File: src/rtl/ofs_fim_eth_clk_toggle_monitor.sv
// Multi-channel Ethernet clock activity monitor.
// Each channel carries a divide-by-2 toggle from a remote clock domain. The
// toggle is synchronised into clk, its edges are counted over a fixed window,
// and at the end of every window the count, an alive flag and a sticky loss
// flag are published for the CSR logic.
module ofs_fim_eth_clk_toggle_monitor #(
   parameter int NUM_CH        = 4,
   parameter int WINDOW_CYCLES = 65536,
   parameter int CNT_W         = 16,
   parameter int MIN_EDGES     = 16
) (
   input  logic                    clk,
   input  logic                    rst,
   input  logic                    enable,
   input  logic [NUM_CH-1:0]       toggle_in,
   input  logic                    err_clear,
   output logic [NUM_CH*CNT_W-1:0] edge_cnt,
   output logic                    cnt_valid,
   output logic [NUM_CH-1:0]       clk_alive,
   output logic [NUM_CH-1:0]       clk_lost_sticky
);

   localparam int               WIN_W       = (WINDOW_CYCLES > 1) ? $clog2(WINDOW_CYCLES) : 1;
   localparam logic [WIN_W-1:0] WIN_LAST    = WIN_W'(WINDOW_CYCLES - 1);
   localparam logic [CNT_W-1:0] CNT_MAX     = '1;
   localparam logic [CNT_W-1:0] MIN_EDGES_C = CNT_W'(MIN_EDGES);

   logic [NUM_CH-1:0]       sync1_q, sync2_q, sync3_q;
   logic [NUM_CH-1:0]       edge_det;
   logic [WIN_W-1:0]        win_q, win_d;
   logic                    win_last, capture;
   logic [CNT_W-1:0]        run_q   [NUM_CH];
   logic [CNT_W-1:0]        run_d   [NUM_CH];
   logic [CNT_W-1:0]        run_inc [NUM_CH];
   logic [NUM_CH-1:0]       alive_new;
   logic [NUM_CH*CNT_W-1:0] edge_cnt_q, edge_cnt_d;
   logic                    cnt_valid_q, cnt_valid_d;
   logic [NUM_CH-1:0]       alive_q, alive_d;
   logic [NUM_CH-1:0]       sticky_q, sticky_d;

   // s2 is the first metastability-safe stage; s3 is its one-cycle history.
   assign edge_det = sync2_q ^ sync3_q;

   // Synchronisers keep sampling even while disabled so re-enable starts clean.
   always_ff @(posedge clk or posedge rst) begin
      if (rst) begin
         sync1_q <= '0;
         sync2_q <= '0;
         sync3_q <= '0;
      end else begin
         sync1_q <= toggle_in;
         sync2_q <= sync1_q;
         sync3_q <= sync2_q;
      end
   end

   // Window counter, running counters and published results (next-state).
   always_comb begin
      win_last    = (win_q == WIN_LAST);
      capture     = enable && win_last;
      win_d       = '0;
      edge_cnt_d  = edge_cnt_q;
      cnt_valid_d = capture;
      alive_new   = '0;
      if (enable && !win_last) begin
         win_d = win_q + WIN_W'(1);
      end
      for (int i = 0; i < NUM_CH; i++) begin
         // Saturating increment; the terminal cycle's own edge is included.
         run_inc[i] = run_q[i];
         if (edge_det[i] && (run_q[i] != CNT_MAX)) begin
            run_inc[i] = run_q[i] + CNT_W'(1);
         end
         run_d[i]     = (enable && !win_last) ? run_inc[i] : '0;
         alive_new[i] = (run_inc[i] >= MIN_EDGES_C);
         if (capture) begin
            edge_cnt_d[i*CNT_W +: CNT_W] = run_inc[i];
         end
      end
      alive_d  = capture ? alive_new : alive_q;
      // A loss detected on capture wins over a simultaneous clear.
      sticky_d = (sticky_q & ~{NUM_CH{err_clear}}) | (capture ? ~alive_new : '0);
   end

   // State and result registers.
   always_ff @(posedge clk or posedge rst) begin
      if (rst) begin
         win_q       <= '0;
         edge_cnt_q  <= '0;
         cnt_valid_q <= 1'b0;
         alive_q     <= '0;
         sticky_q    <= '0;
         for (int i = 0; i < NUM_CH; i++) begin
            run_q[i] <= '0;
         end
      end else begin
         win_q       <= win_d;
         edge_cnt_q  <= edge_cnt_d;
         cnt_valid_q <= cnt_valid_d;
         alive_q     <= alive_d;
         sticky_q    <= sticky_d;
         for (int i = 0; i < NUM_CH; i++) begin
            run_q[i] <= run_d[i];
         end
      end
   end

   assign edge_cnt        = edge_cnt_q;
   assign cnt_valid       = cnt_valid_q;
   assign clk_alive       = alive_q;
   assign clk_lost_sticky = sticky_q;

endmodule

File: config.mk
export PLATFORM = sky130hd
export DESIGN_NAME = ofs_fim_eth_clk_toggle_monitor
export DESIGN_NICKNAME = d
export VERILOG_FILES = /design/src/rtl/ofs_fim_eth_clk_toggle_monitor.sv
export SDC_FILE = /design/constraint.sdc
export NUM_CORES = 1
export LEC_CHECK = 0
export ABC_AREA = 1
export ABC_CLOCK_PERIOD_IN_PS = 14100
export CORE_AREA = 3 3 186 188
export DETAILED_ROUTE_END_ITERATION = 10
export DIE_AREA = 0 0 189 191
export HOLD_SLACK_MARGIN = 0.15
export PLACE_DENSITY = 0.37
export SYNTH_ARGS = -nofsm -noshare
export SYNTH_HDL_FRONTEND = slang
export SYNTH_SLANG_ARGS = --single-unit
File: constraint.sdc
create_clock -name clk -period 14.1 [get_ports clk]
set_input_delay 2.82 -clock clk [delete_from_list [all_inputs] [get_ports clk]]
set_output_delay 2.82 -clock clk [all_outputs]
set_load 0.02 [all_outputs]
# --- After elaboration in Yosys (flattened, before gate mapping) ---
# Index checks and enable logic that the tools add are counted.
op_classes:
  add_sub_neg: 5
  magnitude_cmp: 4
  eq_ne: 5
  mux: 10
  n_bitwise: 5
  n_reduce_logical: 7
op_table:
  columns: ["operator", "count"]
  rows:
  - ["16-bit two-way mux", 9]
  - ["16-bit by 1-bit adder with 16-bit output (second input constant)", 5]
  - ["16-bit by 5-bit >= comparator with 1-bit output (second input constant)", 4]
  - ["16-bit inequality test (second input constant)", 4]
  - ["16-bit equality test (second input constant)", 1]
  - ["4-bit NOT", 2]
  - ["1-bit logical AND", 6]
  - ["4-bit AND", 1]
  - ["4-bit two-way mux", 1]
  - ["4-bit OR", 1]
  - ["4-bit XOR", 1]
  - ["1-bit zero test", 1]
word_totals:
  reg_bits: 165
  output_inout_bits: 73
  elab_cells: 48

# --- Depth between registers and ports, before layout ---
# Gate-level depths: netlist of run 1.
logic_depth:
  depth_word: 7
  mapped_depth: 15
  depth_no_buf: 15

# --- Worst setup path before layout of run 1 ---
# OpenSTA, ideal clock, no wires.
synth_path:
  path_type: "input-to-reg"
  startpoint: "input port enable"
  endpoint: "register alive_q[2] (netlist: clk_alive[2])"
  setup_time_ns: 0.113
  arrival_ns: 3.436
  t_required_ns: 13.987
  slack_ns: 10.552
  path_stages: 6
  cell_sequence: "nand2_2 buf_6 clkinv_4 or2_2 nand2_1 inv_1"
synth_between:
  elab_chain_len: 1
synth_lines:
  columns: ["item", "line_no", "source"]
  rows:
  - ["start: declaration", "14", "input logic enable,"]
  - ["1-bit logical AND", "60", "capture = enable && win_last;"]
  - ["end signal: assignment", "100", "alive_q <= alive_d;"]
  - ["end: declaration", "38", "logic [NUM_CH-1:0] alive_q, alive_d;"]
# No other way between the ends.
# A chain may end at the register's enable or synchronous reset.

# --- Worst setup path in the final report of run 1 ---
# Same ends and word-level chain as after synthesis.

==> flow_summary_export.csv, run 1 <==
group,metric,value,unit
run_status,run_status,"completed",
synth,share_of_synthesized_registers_carrying_an_async_set_or_reset,1.00,
timing,highest_clock_rate,205,MHz
layout,fin_nets,1152,
timing,max-slew-margin-rel,0.353,
detailed_routing,drt_pass1_iterations,4,
timing,finClkSkew,0.0114,ns
layout,drive_gt1_frac,0.0547,
detailed_routing,post_detailed_routing_wire_length,21500,um
setup_path,minimum_setup_slack_among_reg_to_reg_paths,11.23,ns
floorplan,placementRows,67,
synth,yosysSeqAreaShare,0.504,
synth,synthCells,1062,
grt,pin_count_of_the_biggest_net_entering_global_routing,81,
timing,timing.hold.ws,0.349,ns
floorplan,effective_utilization_at_floorplan,0.246,
setup_path,worstRegToRegCells,11,
cts,cts_hold_repair.buffers,0,
synth,mappedNetlistNets,1075,
setup_path,crit_path_max_fanout,80,
power,static-leakage-power,4.53,nW
detailed_routing,vias,6643,
place,hpwl,15500,um
min_path,hp-class,"reg2reg",
cts,clk_sinks,165,
setup_path,crit_path_start_kind,"input port",
floorplan,die-height,191,um
floorplan,design.die.area,36100,um2
min_path,hold-path-endpoint,"sync2_q[3]$_DFF_PP0_",
synth,synth_edf_count,0,
synth,synth_area_per_cell,7.72,um2
detailed_routing,per_cell_via_count_in_the_routed_design,4.15,
synth,synth.top_cell.area_share,0.504,
cts,tritoncts,"done",
flow_run,max-cap-violations,0,
layout,finalCoreUtilization,0.302,
floorplan,ioPinCount,81,
timing,total_setup_violations_reported_at_the_end_of_the_flow,0,
cts,ctsResizeCount,0,
setup_path,worst_r2r_endpoint,"clk_alive[2]$_DFFE_PP0P_",
detailed_routing,route.detailed.wl_per_inst,13.4,um
grt,first_global_vias,6644,
setup_path,path_class,"in2reg",
setup_path,critPathCaptureType,"register",
detailed_routing,drc,0,
detailed_routing,drt_iter0_drc,375,
cts,clk_path_buf_depth,2,
cts,cts_buffers,17,
synth,synth_top_flop_cell,"sky130_fd_sc_hd__dfrtp_1",
min_path,min_path_cells,0,
grt,antenna_found_initial,0,
synth,synth_commonest_cells,"sky130_fd_sc_hd__nand2_1, sky130_fd_sc_hd__nor2_1, sky130_fd_sc_hd__dfrtp_1",
timing,post-route-period-util,0.346,
place,placedCellCount,1568,
cts,h-tree-depth,4,
synth,most_common_cell_in_the_netlist,"sky130_fd_sc_hd__nand2_1",
floorplan,design.core.area,33300,um2
min_path,hold_start,"sync1_q[3]$_DFF_PP0_",
grt,grt_use_total,0.125,
synth,yosys_register_bits,165,
grt,globalRouteOverflowTotal,0,
timing,finalHoldViolations,0,
cts,cts.repair_timing.setup_buffer_count,0,
place,place.gp.congestion,0.822,
synth,yosys-top-cells-area,"sky130_fd_sc_hd__dfrtp_1, sky130_fd_sc_hd__nand2_1, sky130_fd_sc_hd__nor2_1",
timing,fin_tns_setup,0,ns
synth,yosys_warnings,0,
synth,syn_area,8200,um2
power,ir_drop,0.0787,mV
place,place.port_buffers,80,
layout,layout.cells.non_filler,1600,
layout,layout-area-overhead-vs-synth,22.7,%
cts,clk-insertion-delay-late,0.43,ns
timing,period_minus_slack,4.88,ns
timing,timing_max_transition_violations_final,0,
power,p_per_area,102,nW/um2
setup_path,required_time_worst_endpoint,14.42,ns
floorplan,die_x,189,um
detailed_routing,antenna_left,0,
layout,diodes,0,
cts,clk_root_buffer_cell,"sky130_fd_sc_hd__clkbuf_16",
setup_path,timing.critical_path.arrival,5.19,ns
synth,netlist.top_cell.by_area,"sky130_fd_sc_hd__dfrtp_1",
cts,clk_pin_slew_worst_paths,0.06,ns
setup_path,timing.rr.start,"win_q[0]$_DFF_PP0_",
timing,timing_worst_slew_pin_value,0.970,ns
timing,rsz0062_at_grt,"no",
grt,global_route_wire_length_before_repair,36100,um
synth,netlist-cell-type-count,39,
cells in the final DEF (no fill, tap or decap), types with 17 or more instances in the layout:
cell type | synthesis | final
sky130_fd_sc_hd__xnor2_1 | 17 | 17
sky130_fd_sc_hd__inv_1 | 122 | 121
sky130_fd_sc_hd__dfrtp_1 | 165 | 165
sky130_fd_sc_hd__o21ai_1 | 27 | 27
sky130_fd_sc_hd__clkbuf_16 | 0 | 17
sky130_fd_sc_hd__nor3_1 | 19 | 19
sky130_fd_sc_hd__clkdlybuf4s50_1 | 0 | 80
sky130_fd_sc_hd__nand3_1 | 58 | 58
sky130_fd_sc_hd__nor2_1 | 175 | 175
sky130_fd_sc_hd__xor2_1 | 17 | 17
sky130_fd_sc_hd__o21ai_0 | 40 | 40
sky130_fd_sc_hd__nand2_1 | 323 | 323
flip-flops by register name, summed over array words and instances, names as in the netlist:
signal and flops:
sync1_q 4, win_q 16, clk_lost_sticky 4, sync3_q 4, clk_alive 4, edge_cnt 64, sync2_q 4, run_q 64
cnt_valid 1
routing by layer:
layer	wire length [um]	share of wire	vias to the layer above	global-route usage
li1	-	-	3463	-
met1	10600	0.50	3083	0.170
met2	9800	0.46	82	0.200
met3	785	0.037	15	0.0297
met4	254	0.012	0	0.0327
met5	0	0	-	0
worst max path at each step:
stage                 from                        to  slack (ns)  cells past startpoint
floorplan              rst  clk_alive[0]$_DFFE_PP0P_        6.82                      1
global placement    enable  clk_alive[2]$_DFFE_PP0P_        8.73                      7
detailed placement  enable  clk_alive[2]$_DFFE_PP0P_        8.72                      7
CTS                 enable  clk_alive[2]$_DFFE_PP0P_        9.17                      7
global route        enable  clk_alive[1]$_DFFE_PP0P_        8.93                      9
finish              enable  clk_alive[2]$_DFFE_PP0P_        9.22                      7
through the flow:
step	worst slack, ns	cell area (um2)	total power [W]
2_1_floorplan	6.82	8200	0.000520
3_3_place_gp	8.73	9430	0.000534
3_5_place_dp	8.72	9430	0.000534
4_1_cts	9.17	10100	0.00104
5_1_grt	8.93	10100	0.00107
6_report	9.22	10100	0.00102
area by class of cell:
| type | instances | area, um2 |
|---|---|---|
| repair buffers | 84 | 831 |
| flip-flops and latches | 165 | 4130 |
| clock inverters | 12 | 169 |
| clock buffers | 20 | 457 |
| inverters | 125 | 479 |
| multi-input cells | 746 | 3430 |
| fillers | 3616 | 23200 |
| well taps | 448 | 561 |
worst max-delay path, cell delays in order:
cell                              delay (ns)
sky130_fd_sc_hd__clkdlybuf4s50_1        0.56
sky130_fd_sc_hd__nand2_4                0.38
sky130_fd_sc_hd__buf_4                  0.71
sky130_fd_sc_hd__clkinv_4               0.27
sky130_fd_sc_hd__or2_2                  0.34
sky130_fd_sc_hd__nand2_1                0.06
sky130_fd_sc_hd__inv_1                  0.03
power breakdown:
group          switching, W  total (W)  internal [W]
Clock              0.000208   0.000500      0.000292
Sequential       0.00000544   0.000484      0.000479
Combinational     0.0000296  0.0000391    0.00000946
Total              0.000243    0.00102      0.000781
logic make-up (layout without fill, tap and decap cells):
| family | Yosys count | count (layout) | synth area share |
|---|---|---|---|
| flip-flops | 165 | 165 | 0.504 |
| buffers and inverters | 151 | 241 | 0.0792 |
| XOR/XNOR | 34 | 34 | 0.0363 |
| adder cells (fa/ha/maj) | 5 | 5 | 0.00763 |
| multiplexers | 4 | 4 | 0.00488 |
| AND/OR/NAND/NOR | 619 | 619 | 0.312 |
| AO/OA/AOI/OAI | 84 | 84 | 0.0559 |
No activity file was read; power rests on OpenSTA's default activity.
==> run 2, diff against run 1 <==
--- a/config.mk
+++ b/config.mk
@@ -6,7 +6,7 @@
 export NUM_CORES = 1
 export LEC_CHECK = 0
 export ABC_AREA = 1
-export ABC_CLOCK_PERIOD_IN_PS = 14100
+export ABC_CLOCK_PERIOD_IN_PS = 4500
 export CORE_AREA = 3 3 186 188
 export DETAILED_ROUTE_END_ITERATION = 10
 export DIE_AREA = 0 0 189 191
==> constraint.sdc (replaced) <==
create_clock -name clk -period 4.5 [get_ports clk]
set_input_delay 0.9 -clock clk [delete_from_list [all_inputs] [get_ports clk]]
set_output_delay 0.9 -clock clk [all_outputs]
set_load 0.02 [all_outputs]
==> flow_summary_export.csv, run 2 (synthesis gave the netlist of run 1 again) <==
group,metric,value,unit
detailed_routing,drt_iter0_drc,306,
min_path,hold_start,"sync1_q[3]$_DFF_PP0_",
setup_path,worstRegToRegCells,13,
detailed_routing,per_cell_via_count_in_the_routed_design,4.13,
min_path,hp-class,"reg2reg",
setup_path,timing.critical_path.from,"run_q[32]$_DFF_PP0_",
cts,clk_sinks,165,
power,seqPwrFrac,0.496,
detailed_routing,post_detailed_routing_wire_length,21500,um
power,static-leakage-power,4.50,nW
setup_path,path_class,"reg2reg",
setup_path,worst_r2r_endpoint,"clk_alive[1]$_DFFE_PP0P_",
setup_path,crit_end,"clk_alive[1]$_DFFE_PP0P_",
layout,layout-area-overhead-vs-synth,22.3,%
grt,pin_count_of_the_biggest_net_entering_global_routing,88,
power,p_per_area,305,nW/um2
cts,cts_hold_repair.buffers,0,
setup_path,crit_path_max_fanout,16,
grt,first_global_vias,6520,
timing,total_setup_violations_reported_at_the_end_of_the_flow,0,
timing,rsz0062_at_grt,"no",
place,place.gp.congestion,0.783,
cts,cts_buffers,17,
power,ir_drop,0.249,mV
setup_path,critical_path.cell_chain,"ha_1, nand3_1, inv_1, nand2_1, nor2_1, nor2_2, inv_1, nand2_1, nand2_1, nor2_1, nand3_1, nor2_1, nor2_1",
layout,fin_nets,1152,
floorplan,die-height,191,um
cts,clk-insertion-delay-late,0.43,ns
setup_path,timing.critical_path.arrival,2.90,ns
setup_path,cp_slowest_cell,"sky130_fd_sc_hd__nor2_2",
grt,globalRouteOverflowTotal,0,
cts,clk_pin_slew_worst_paths,0.07,ns
place,place.port_buffers,80,
layout,drive_gt1_frac,0.0539,
grt,antenna_found_initial,0,
place,hpwl,15400,um
grt,grt_use_total,0.125,
detailed_routing,vias,6601,
timing,timing_max_transition_violations_final,0,
cts,clk_root_buffer_cell,"sky130_fd_sc_hd__clkbuf_16",
floorplan,die_x,189,um
cts,clk_path_buf_depth,2,
cts,tritoncts,"done",
cts,cts.repair_timing.setup_buffer_count,0,
layout,commonest_cells_after_routing_fill_and_taps_aside,"sky130_fd_sc_hd__nand2_1, sky130_fd_sc_hd__nor2_1, sky130_fd_sc_hd__dfrtp_1",
timing,max-slew-margin-rel,0.434,
timing,highest_clock_rate,387,MHz
setup_path,critical-path-max-stage-delay,0.53,ns
setup_path,minimum_setup_slack_among_reg_to_reg_paths,1.92,ns
power,finalPower,0.00306,W
timing,post-route-period-util,0.574,
detailed_routing,route.detailed.wl_per_inst,13.4,um
power,power.switching,0.000760,W
power,intPower,0.00230,W
timing,fin_tns_setup,0,ns
timing,period_minus_slack,2.58,ns
floorplan,design.core.area,33300,um2
layout,layout.cells.most_common,"sky130_fd_sc_hd__nand2_1",
detailed_routing,drc,0,
grt,global_route_wire_length_before_repair,35900,um
timing,finalHoldViolations,0,
floorplan,ioPinCount,81,
floorplan,placementRows,67,
layout,diodes,0,
setup_path,timing.rr.start,"run_q[32]$_DFF_PP0_",
setup_path,cpMostUsedCell,"sky130_fd_sc_hd__nor2_1",
setup_path,required_time_worst_endpoint,4.82,ns
setup_path,critPathCaptureType,"register",
timing,finClkSkew,0.0108,ns
power,combPwrFrac,0.041,
run_status,run_status,"completed",
floorplan,effective_utilization_at_floorplan,0.246,
setup_path,crit_path_start_kind,"register",
timing,timing_worst_slew_pin_value,0.845,ns
cts,h-tree-depth,4,
floorplan,design.die.area,36100,um2
cts,ctsResizeCount,0,
detailed_routing,antenna_left,0,
power,net_sw_frac,0.248,
flow_run,max-cap-violations,0,
power,clockPowerShare,0.463,
detailed_routing,drt_pass1_iterations,4,
==> run 2: through the flow <==
step                      cells  area [um2]  hold slack, ns   util  worst slack (ns)
after floorplan            1062        8200           0.331      -              1.50
after global placement     1568        9470           0.334  0.284              1.50
after detailed placement   1568        9470           0.336  0.284              1.48
after CTS                  1599       10000           0.353  0.301              1.85
after global routing       1599       10000           0.366  0.301              1.51
final                      1599       10000           0.351  0.301              1.92
==> run 2: cell type report <==
cell class	instances	area, um2
Tap cell	448	561
Inverter	125	478
Sequential cell	165	4130
Clock inverter	13	126
Multi-Input combinational cell	746	3430
Clock buffer	18	429
Timing Repair Buffer	84	868
Fill cell	3605	23300
==> run 2: power by group through the flow <==
stage / Clock (W) / Sequential (W) / Combinational (W)
2_1_floorplan: 0 / 0.00154 / 0.0000890
3_3_place_gp: 0 / 0.00155 / 0.000132
3_5_place_dp: 0 / 0.00155 / 0.000133
4_1_cts: 0.00148 / 0.00152 / 0.000133
5_1_grt: 0.00154 / 0.00152 / 0.000149
6_report: 0.00142 / 0.00152 / 0.000126
==> run 2: worst max-delay path: cells and delay by family, from the launching register on <==
family	cells	cell delay, ns
AND/OR/NAND/NOR	10	1.47
buffers and inverters	2	0.36
adder cells (fa/ha/maj)	1	0.26
flip-flops	1	0.41
==> run 2: worst min-delay path by stage <==
| stage | end | slack [ns] | cells after the start |
|---|---|---|---|
| detailed placement | sync2_q[0]$_DFF_PP0_ | 0.34 | 0 |
| floorplan | sync2_q[0]$_DFF_PP0_ | 0.33 | 0 |
| finish | sync2_q[3]$_DFF_PP0_ | 0.35 | 0 |
| global placement | sync2_q[0]$_DFF_PP0_ | 0.33 | 0 |
| global route | sync2_q[3]$_DFF_PP0_ | 0.37 | 0 |
| CTS | sync2_q[0]$_DFF_PP0_ | 0.35 | 0 |
==> run 2: metal layers <==
layer | GRT usage | part of all wire | up-vias
met1 | 0.172 | 0.50 | 3078
met4 | 0.0352 | 0.011 | 0
met3 | 0.0238 | 0.027 | 14
met5 | 0 | 0 | -
li1 | - | - | 3448
met2 | 0.201 | 0.46 | 61
==> run 3, diff against run 2 <==
--- a/config.mk
+++ b/config.mk
@@ -6,7 +6,7 @@
 export NUM_CORES = 1
 export LEC_CHECK = 0
 export ABC_AREA = 1
-export ABC_CLOCK_PERIOD_IN_PS = 4500
+export ABC_CLOCK_PERIOD_IN_PS = 2490
 export CORE_AREA = 3 3 186 188
 export DETAILED_ROUTE_END_ITERATION = 10
 export DIE_AREA = 0 0 189 191
==> constraint.sdc (replaced) <==
create_clock -name clk -period 2.49 [get_ports clk]
set_input_delay 0.498 -clock clk [delete_from_list [all_inputs] [get_ports clk]]
set_output_delay 0.498 -clock clk [all_outputs]
set_load 0.02 [all_outputs]
==> flow_summary_export.csv, run 3 (synthesis gave the netlist of run 1 again) <==
group,metric,value,unit
power,p_per_area,551,nW/um2
timing,highest_clock_rate,461,MHz
grt,grt_use_total,0.128,
cts,clk_sinks,165,
detailed_routing,drt_pass1_iterations,4,
layout,drive_gt1_frac,0.0732,
layout,diodes,0,
layout,layout.cells.most_common,"sky130_fd_sc_hd__nand2_1",
place,hpwl,16400,um
place,pre_cts_ws,0.290,ns
place,place.gp.congestion,0.785,
floorplan,ioPinCount,81,
grt,antenna_found_initial,0,
cts,ctsResizeCount,0,
timing,post-route-period-util,0.870,
setup_path,required_time_worst_endpoint,2.82,ns
timing,finClkSkew,0.0137,ns
timing,period_minus_slack,2.17,ns
setup_path,critical_path.cell_chain,"ha_1, nand3_2, nor2_2, nand4_2, nor2_2, nand2_4, buf_12, nor2_4, nand2_1, nor2_1, nand3_1, nand2_1, inv_1",
setup_path,path_class,"reg2reg",
floorplan,effective_utilization_at_floorplan,0.246,
layout,finalCoreUtilization,0.309,
place,place.port_buffers,80,
timing,timing_max_transition_violations_final,0,
layout,layout.filler_cells,3643,
timing,rsz0062_at_grt,"no",
cts,clk_root_buffer_cell,"sky130_fd_sc_hd__clkbuf_16",
layout,commonest_cells_after_routing_fill_and_taps_aside,"sky130_fd_sc_hd__nand2_1, sky130_fd_sc_hd__nor2_1, sky130_fd_sc_hd__dfrtp_1",
timing,max-slew-margin-rel,0.715,
timing,timing.final.ws_setup,0.323,ns
floorplan,die_x,189,um
setup_path,minimum_setup_slack_among_reg_to_reg_paths,0.32,ns
detailed_routing,antenna_left,0,
detailed_routing,vias,6767,
run_status,run_status,"completed",
detailed_routing,route.detailed.wl_per_inst,13.5,um
detailed_routing,drc,0,
detailed_routing,per_cell_via_count_in_the_routed_design,4.17,
setup_path,crit_path_start_kind,"register",
floorplan,design.die.area,36100,um2
grt,pin_count_of_the_biggest_net_entering_global_routing,52,
setup_path,crit_path_max_fanout,42,
layout,layout.cells.non_filler,1623,
setup_path,critical-path-max-stage-delay,0.38,ns
timing,timing_worst_slew_pin_value,0.428,ns
setup_path,cp_slowest_cell,"sky130_fd_sc_hd__dfrtp_1",
setup_path,timing.critical_path.arrival,2.49,ns
grt,global_route_wire_length_before_repair,36800,um
floorplan,design.core.area,33300,um2
detailed_routing,drt_iter0_drc,308,
floorplan,placementRows,67,
timing,total_setup_violations_reported_at_the_end_of_the_flow,0,
timing,timing.hold.ws,0.355,ns
cts,cts_buffers,17,
setup_path,critPathCaptureType,"register",
grt,globalRouteOverflowTotal,0,
cts,cts_hold_repair.buffers,0,
place,placed_cell_area,9690,um2
place,placedCellCount,1591,
layout,layout-area-overhead-vs-synth,25.3,%
layout,final_cell_area,10300,um2
cts,h-tree-depth,4,
floorplan,die-height,191,um
cts,clk_path_buf_depth,2,
layout,fin_nets,1175,
cts,cts.repair_timing.setup_buffer_count,0,
power,static-leakage-power,4.65,nW
cts,clk-insertion-delay-late,0.43,ns
detailed_routing,post_detailed_routing_wire_length,21900,um
grt,first_global_vias,6791,
flow_run,max-cap-violations,0,
power,ir_drop,0.462,mV
cts,tritoncts,"done",
timing,finalHoldViolations,0,
min_path,hp-class,"reg2reg",
cts,clk_pin_slew_worst_paths,0.07,ns
[run 3: worst max-delay path: cells and delay by family, from the launching register on]
kind | cells | cell delay [ns]
simple gates | 10 | 1.24
flops | 1 | 0.38
fa+ha+maj | 1 | 0.21
buf+inv | 2 | 0.21
[run 3: power breakdown]
| group | leakage (nW) | internal [W] | switching, W | total, W |
|---|---|---|---|---|
| registers | 2.27 | 0.00271 | 0.0000257 | 0.00274 |
| logic | 2.10 | 0.0000840 | 0.000178 | 0.000262 |
| clock network | 0.286 | 0.00144 | 0.00122 | 0.00266 |
[run 3: metal layers]
metal / part of all wire / global-route usage / routed length, um
met1: 0.49 / 0.173 / 10800
met2: 0.47 / 0.207 / 10300
met3: 0.028 / 0.0249 / 608
met4: 0.010 / 0.0372 / 227
met5: 0 / 0 / 0
[run 3: stage by stage]
stage / setup TNS (ns) / total power (W)
3_5_place_dp: 0 / 0.00306
5_1_grt: 0 / 0.00595
6_report: 0 / 0.00566
4_1_cts: 0 / 0.00579
2_1_floorplan: -17.62 / 0.00295
3_3_place_gp: 0 / 0.00306
[run 3: worst paths after layout]
kind / start / endpoint / depth (start not counted)
max reg2reg: win_q[0]$_DFF_PP0_ / clk_alive[2]$_DFFE_PP0P_ / 13
min: sync1_q[2]$_DFF_PP0_ / sync2_q[2]$_DFF_PP0_ / 0
min in group asynchronous: rst / edge_cnt[0]$_DFFE_PP0P_ / 2
max in group asynchronous: rst / edge_cnt[36]$_DFFE_PP0P_ / 3
max: win_q[0]$_DFF_PP0_ / clk_alive[2]$_DFFE_PP0P_ / 13
min reg2reg: sync1_q[2]$_DFF_PP0_ / sync2_q[2]$_DFF_PP0_ / 0
[run 3: area by class of cell]
class	count	area, um2	area share
tap	448	561	0.0546
inverter	125	478	0.0465
sequential	165	4130	0.402
clock buffer	19	443	0.0431
clock inverter	13	138	0.0134
multi-input combinational	746	3430	0.334
timing repair buffer	107	1090	0.106
